[config.mk]
export PLATFORM = sky130hd
export DESIGN_NAME = sv_mod_counter
export DESIGN_NICKNAME = d
export VERILOG_FILES = /design/src/rtl/sv_mod_counter.sv
export SDC_FILE = /design/constraint.sdc
export NUM_CORES = 1
export LEC_CHECK = 0
export CAP_MARGIN = 0
export CORE_MARGIN = 3
export CORE_UTILIZATION = 42
export CTS_CLUSTER_DIAMETER = 60
export DETAILED_ROUTE_END_ITERATION = 7
export PLACE_DENSITY = 0.85
export RECOVER_POWER = 25
export SLEW_MARGIN = 40
export SYNTH_ARGS = -nofsm -noshare
export SYNTH_HDL_FRONTEND = slang
export SYNTH_SLANG_ARGS = --single-unit
[constraint.sdc]
create_clock -name clk -period 1.61 [get_ports clk]
set_clock_uncertainty 0.05 [all_clocks]
set_input_delay 0.2415 -clock clk [delete_from_list [all_inputs] [get_ports clk]]
set_output_delay 0.2415 -clock clk [all_outputs]
set_load 0.01 [all_outputs]
[src/rtl/sv_mod_counter.sv]
// ---------------------------------------------------------------------------
// sv_mod_counter
//
// Purpose:
//   Up/down modulo counter with terminal value MAX. At a boundary (counting
//   up from MAX or down from 0) the counter either wraps (SATURATE=0) or
//   holds (SATURATE=1). Each boundary event raises a one-cycle tc pulse and
//   sets a sticky ovf flag. Synchronous clear and clamped load take priority
//   over counting.
//
// Parameters:
//   WIDTH    - counter width in bits, 2..32
//   MAX      - terminal (modulo) value, 1..2**WIDTH-1
//   SATURATE - 0 = wrap at boundaries, 1 = hold at boundaries
//
// Ports:
//   clk      in   1      rising-edge clock
//   rst_n    in   1      asynchronous active-low reset
//   en       in   1      count enable, one step per enabled cycle
//   up_dn    in   1      direction, 1 = up, 0 = down
//   clr      in   1      synchronous clear (highest priority)
//   load     in   1      synchronous load of load_val (clamped to MAX)
//   load_val in   WIDTH  value to load
//   ovf_clr  in   1      clears the sticky ovf flag
//   count    out  WIDTH  registered counter value
//   tc       out  1      registered terminal-count pulse
//   ovf      out  1      registered sticky boundary-event flag
// ---------------------------------------------------------------------------
module sv_mod_counter #(
    parameter int              WIDTH    = 8,
    parameter longint unsigned MAX      = (64'd1 << WIDTH) - 64'd1,
    parameter int              SATURATE = 0
) (
    input  logic             clk,
    input  logic             rst_n,
    input  logic             en,
    input  logic             up_dn,
    input  logic             clr,
    input  logic             load,
    input  logic [WIDTH-1:0] load_val,
    input  logic             ovf_clr,
    output logic [WIDTH-1:0] count,
    output logic             tc,
    output logic             ovf
);

    localparam longint unsigned LIMIT = (64'd1 << WIDTH) - 64'd1;

    // Reject illegal parameterisations at elaboration time.
    if (WIDTH < 2 || WIDTH > 32) begin : g_bad_width
        $error("sv_mod_counter: WIDTH must be in 2..32");
    end
    if (MAX < 64'd1 || MAX > LIMIT) begin : g_bad_max
        $error("sv_mod_counter: MAX must be in 1..2**WIDTH-1");
    end

    localparam logic [WIDTH-1:0] MAX_V = WIDTH'(MAX);
    localparam logic [WIDTH-1:0] ZERO  = '0;
    localparam logic [WIDTH-1:0] ONE   = WIDTH'(1);

    logic             at_top;
    logic             at_bottom;
    logic             boundary;
    logic [WIDTH-1:0] count_next;

    assign at_top    = (count == MAX_V);
    assign at_bottom = (count == ZERO);

    // A boundary event is an enabled step that would leave [0, MAX]; clr and
    // load pre-empt counting, so they can never produce one.
    assign boundary = en && !clr && !load &&
                      ((up_dn && at_top) || (!up_dn && at_bottom));

    // Next count in priority order clr > load > en > hold. The increment and
    // decrement are only taken strictly inside the range, so the arithmetic
    // never leaves [0, MAX].
    always_comb begin
        count_next = count;
        if (clr) begin
            count_next = ZERO;
        end else if (load) begin
            count_next = (load_val > MAX_V) ? MAX_V : load_val;
        end else if (en) begin
            if (up_dn) begin
                if (!at_top)
                    count_next = count + ONE;
                else if (SATURATE == 0)
                    count_next = ZERO;
            end else begin
                if (!at_bottom)
                    count_next = count - ONE;
                else if (SATURATE == 0)
                    count_next = MAX_V;
            end
        end
    end

    // ovf: a boundary event on the same edge overrides ovf_clr.
    always_ff @(posedge clk or negedge rst_n) begin
        if (!rst_n) begin
            count <= ZERO;
            tc    <= 1'b0;
            ovf   <= 1'b0;
        end else begin
            count <= count_next;
            tc    <= boundary;
            ovf   <= boundary | (ovf & ~ovf_clr);
        end
    end

endmodule
# Word-level counts from Yosys, hierarchy flattened
# Index checks and enable logic that the tools add are counted.
[totals] latchBits=0 reg_bits=10 ram_bits=0 rom_bits=0 elab_cells=28 output_inout_bits=10 in_bits=15 n_memories=0
[classes] n_eq_ne=1 div_mod_pow=0 muxes=7 shifts=0 reduce_logical=11 magnitude_cmp=1 mul=0 add_sub_neg=2 bitwise=3
[ops] operator="$mux W8" n=7
[ops] operator="$add A8 B1 Y8 const B" n=1
[ops] operator="$eq A8 B8 Y1 const B" n=1
[ops] operator="$gt A8 B8 Y1 const B" n=1
[ops] operator="$logic_not A8 Y1" n=1
[ops] operator="$sub A8 B1 Y8 const B" n=1
[ops] operator="$logic_and A1 B1 Y1" n=5
[ops] operator="$logic_not A1 Y1" n=3
[ops] operator="$reduce_bool A3 Y1" n=1
[ops] operator="$and A1 B1 Y1" n=1
[ops] operator="$logic_or A1 B1 Y1" n=1
[ops] operator="$not A1 Y1" n=1
[ops] operator="$or A1 B1 Y1" n=1

# Logic depth before layout (Yosys ltp)
# Gate-level depths: netlist of run 1.
[logic_depth] word_depth=6 ltp_mapped=6 depth_no_buf=6

# Least setup slack after synthesis of run 1
# Ideal clock, no wire load.
[synth_path] path_type="register to register" start="register count[6]" end="register count[0]" setup_slack_ns=-0.214 stages_incl_launch_ff=5 t_required_ns=1.493 arrival_time_ns=1.707 n_path_buf=0 synth_period_minus_slack_ns=1.824 path_cell_list="dfrtp_1 or4_4 or4_4 o211ai_1 a32o_1"
[synth_between] elab_chain_len=6 elab_cells_between_ends=8 classes_between="1 x eq/ne; 6 x mux; 1 x reduce/logical"
[synth_lines] item="start: declaration" line_no="42" rtl="output logic [WIDTH-1:0] count,"
[synth_lines] item="start signal: assignment" line_no="105" rtl="count <= count_next;"
[synth_lines] item="$eq A8 B8 Y1 or $logic_not A8 Y1 (tied branches)" line_no="66, 67"
[synth_lines] item="$mux W8 (on tied branches)" line_no="85, 90"
[synth_lines] item="$mux W8 *" line_no="84" rtl="if (up_dn) begin"
[synth_lines] item="$mux W8 *" line_no="83" rtl="end else if (en) begin"
[synth_lines] item="$mux W8 *" line_no="81" rtl="end else if (load) begin"
[synth_lines] item="$mux W8 *" line_no="79" rtl="if (clr) begin"
# Every way passes the cells marked *; elsewhere a longest branch is shown, timed or not. The select of a mux whose other input is x is not followed.
# A chain may end at the register's enable or synchronous reset.

# Final worst setup path of run 1
[layout_path] start="register count[3]" end="register count[5]"
[layout_between] elab_chain_len=6 elab_cells_between_ends=10 classes_between="2 x add/sub; 1 x eq/ne; 6 x mux; 1 x reduce/logical"
[layout_lines] item="$sub A8 B1 Y8 (tied with other cells)" line_no="91" rtl="count_next = count - ONE;"
[layout_lines] item="$mux W8 (on tied branches)" line_no="90, 85"
[layout_lines] item="$mux W8 *" line_no="84"
[layout_lines] item="$mux W8 *" line_no="83"
[layout_lines] item="$mux W8 *" line_no="81"
[layout_lines] item="$mux W8 *" line_no="79"
# Marks and branches as above.

==> results of run 1 <==
[per-layer routing]
layer	up-vias	part of all wire	global-route usage
li1	540	-	-
met1	582	0.36	0.3258
met2	125	0.47	0.4194
met3	28	0.11	0.03134
met4	0	0.054	0.1191
met5	-	0	0
[cell usage after synthesis (all sizes together) (3+ instances only)]
library cell	n
a21oi	10
dfrtp	10
clkbuf	8
nor3	7
inv	6
nand2	6
nor2	6
and3	5
mux2i	4
nand4	4
ha	3
o32ai	3
xnor2	3
[critical path: cells and delay by family (launching register included)]
family           cells  cell delay, ns
AO/OA/AOI/OAI        3            0.87
flip-flops           1            0.38
AND/OR/NAND/NOR      1            0.59
[power by group through the flow]
stage	registers (uW)	logic, uW	clock network [uW]
6_report	288	510	237
5_1_grt	290	529	251
4_1_cts	290	404	235
3_5_place_dp	295	384	0
3_3_place_gp	294	376	0
2_1_floorplan	301	188	0
[sequential cells by signal, summed over array words and instances (netlist names)]
| register | count |
|---|---|
| count | 8 |
| ovf | 1 |
| tc | 1 |
[final timing paths]
| path | to | slack [ns] | cells past startpoint |
|---|---|---|---|
| max | count[5]$_DFFE_PN0P_ | -0.42 | 4 |
| min | count[2]$_DFFE_PN0P_ | 0.32 | 1 |
| max reg2reg | count[5]$_DFFE_PN0P_ | -0.42 | 4 |
| min reg2reg | ovf$_DFF_PN0_ | 0.50 | 2 |
| max in group asynchronous | count[6]$_DFFE_PN0P_ | 0.81 | 1 |
| min in group clk | count[1]$_DFFE_PN0P_ | 0.45 | 3 |
[placed cells by master (no fill, tap or decap), drive strengths merged, types with 2 or more instances in the layout]
master,instances
buf,43
nor3,7
clkbuf,4
dlygate4sd2,5
o32ai,3
nand2,6
clkdlybuf4s50,16
o21ai,2
or4,2
o211ai,2
nand4,4
a21oi,10
and3,5
dfrtp,10
o311ai,2
o22ai,2
o21a,2
dlymetal6s2s,2
inv,6
nand3,2
o31ai,2
nor2,6
nand2b,2
mux2i,4
xnor2,3
ha,3
[metrics by stage]
stage / area, um^2 / hold WS [ns]
CTS: 1455 / 0.2595
floorplan: 919.6 / -0.1041
global route: 1598 / 0.3515
global placement: 1386 / 0.4875
finish: 1598 / 0.3207
detailed placement: 1386 / 0.4950
[kinds of logic after synthesis]
logic type / count (synthesis) / share of synthesized area
AOI/OAI and AO/OA: 32 / 0.2593
xor gates and xnor gates: 4 / 0.03863
adders and majority gates: 3 / 0.04138
buffers and inverters: 16 / 0.06897
DFF: 10 / 0.2759
muxes: 4 / 0.04414
and+or+nand+nor: 41 / 0.2717
[area by class of cell]
cell class / instances / area [um^2]
Tap cell: 27 / 33.78
Clock buffer: 4 / 36.28
Timing Repair Buffer: 67 / 569.3
Sequential cell: 10 / 255.2
Multi-Input combinational cell: 84 / 680.7
Fill cell: 125 / 404.1
Inverter: 6 / 22.52
[what timing repair did]
item,CTS,global route
gates resized for setup,9,19
buffers inserted,3,10
setup endpoints to repair,16,12
hold endpoints to repair,0,0
pin swaps,2,6
==> metrics, run 1 <==
vias in the first global route 1,050; crit path from count[3]$_DFFE_PN0P_; P_int 667.2 uW; gr ovfl total 0; largest net degree at the start of global routing 13; post-synth top area share 0.2759; final WL 4058 um; worst setup path class reg -> reg; Clock Latency Late Sink 0.27 ns; first-pass GRT wire length 5085 um; Fin Setup TNS -2.055 ns; post-synthesis sequential area ratio 0.2759; die area 0.002754 mm^2; non-filler cells, final 198; Final Cycle Share 1.258; count of different cell masters after synthesis 44; initial cell density of the core 0.4531; clock-pin transition on the worst setup and hold timing paths 0.08 ns; Crit. End Element flop; worst setup margin -0.4159 ns; Cell Count Post-Placement 182; CTS tree done; ordered cell list for the critical path or4_4, o31ai_4, o311ai_1, o32ai_1; Pre-antenna DRT Iters 5; Routed Antenna Nets 0; final net count 190; Post-Syn Nets 128; status finished, violations left; Critical-path top delay cell or4_4; pre-CTS setup slack -0.2251 ns; Worst EP arrival 2.11 ns; Flop pwr share 0.279; PwrDens 647.6 mW/mm^2; Post-synth EDFFs 0; detailed placer's ending HPWL 2455 um; htree depth 1; Most used DFF post-synth dfrtp_1; vias post-DR 1,275; P_sw 367.5 uW; Syn Inst Count 110; startpoint types flop; Post-CTS Hold Buffers 0; FF+latch count, synth 10; Worst IR Drop VDD 0.4649 mV; DR DRC count 0; Synth warnings 0; post-synthesis cell type with the largest combined area dfrtp_1; layout cells sized above 1 0.4327; top cells by area, synth dfrtp_1, a21oi_1, mux2i_1, ha_1, nor3_1; failing checks setup timing; Layout area overhead 76.14%; Hold Fails Final Rpt 0; Leakage Power 0.0007329 uW; RSZ-0062 raised after global routing true; FF-to-FF Start count[3]$_DFFE_PN0P_; Sw Share 0.3552; vias per inst 6.439; Critical Path RT 1.70 ns; max-cap violations 0; min cycle time layout 2.026 ns; first-iteration detailed-routing DRC count 116; die width 52.48 um; Core Util, Final 0.7981; Critical Path Max Stage Delay 0.59 ns; relative slew slack 0.6589; clock root buffer clkbuf_4; syn avg cell area 8.247 um^2; Port Buf Inserts 24; Die Ht 52.48 um; CTS Sinks 10; num ports 25; Max Fclk 0.4936 GHz; number of diodes 0; Placeable Area 0.002002 mm^2; worst slew pin tran 0.5100 ns; Async SR Flop Fraction 1.000; Max Slew Vio Count 0; Mapped Area 907.1 um^2; crit path max fanout 4; total power 1035 uW; worst hold-check path type in -> async; Logic pwr share 0.493; total CTS buffers 3; clock share of power 0.229; setup violators final 9; CTS max path bufs 2; # rows 16; Final Wtd Congestion 0.9460; antenna violations before repair 0; Tot GR Track Use 0.2544; WL per Instance 20.49 um
Note: power is estimated with default switching activity, not from simulation.
==> run 2: changes to the inputs <==
Settings changed: CAP_MARGIN 0 to 25.
==> results of run 2 <==
No change in the layout: final DEF, timing and power equal those of run 1.
==> run 3: changes to the inputs <==
Settings changed: CAP_MARGIN 25 to 10, CTS_CLUSTER_DIAMETER 60 to unset.
==> results of run 3 <==
No change in the layout: final DEF, timing and power equal those of run 1.
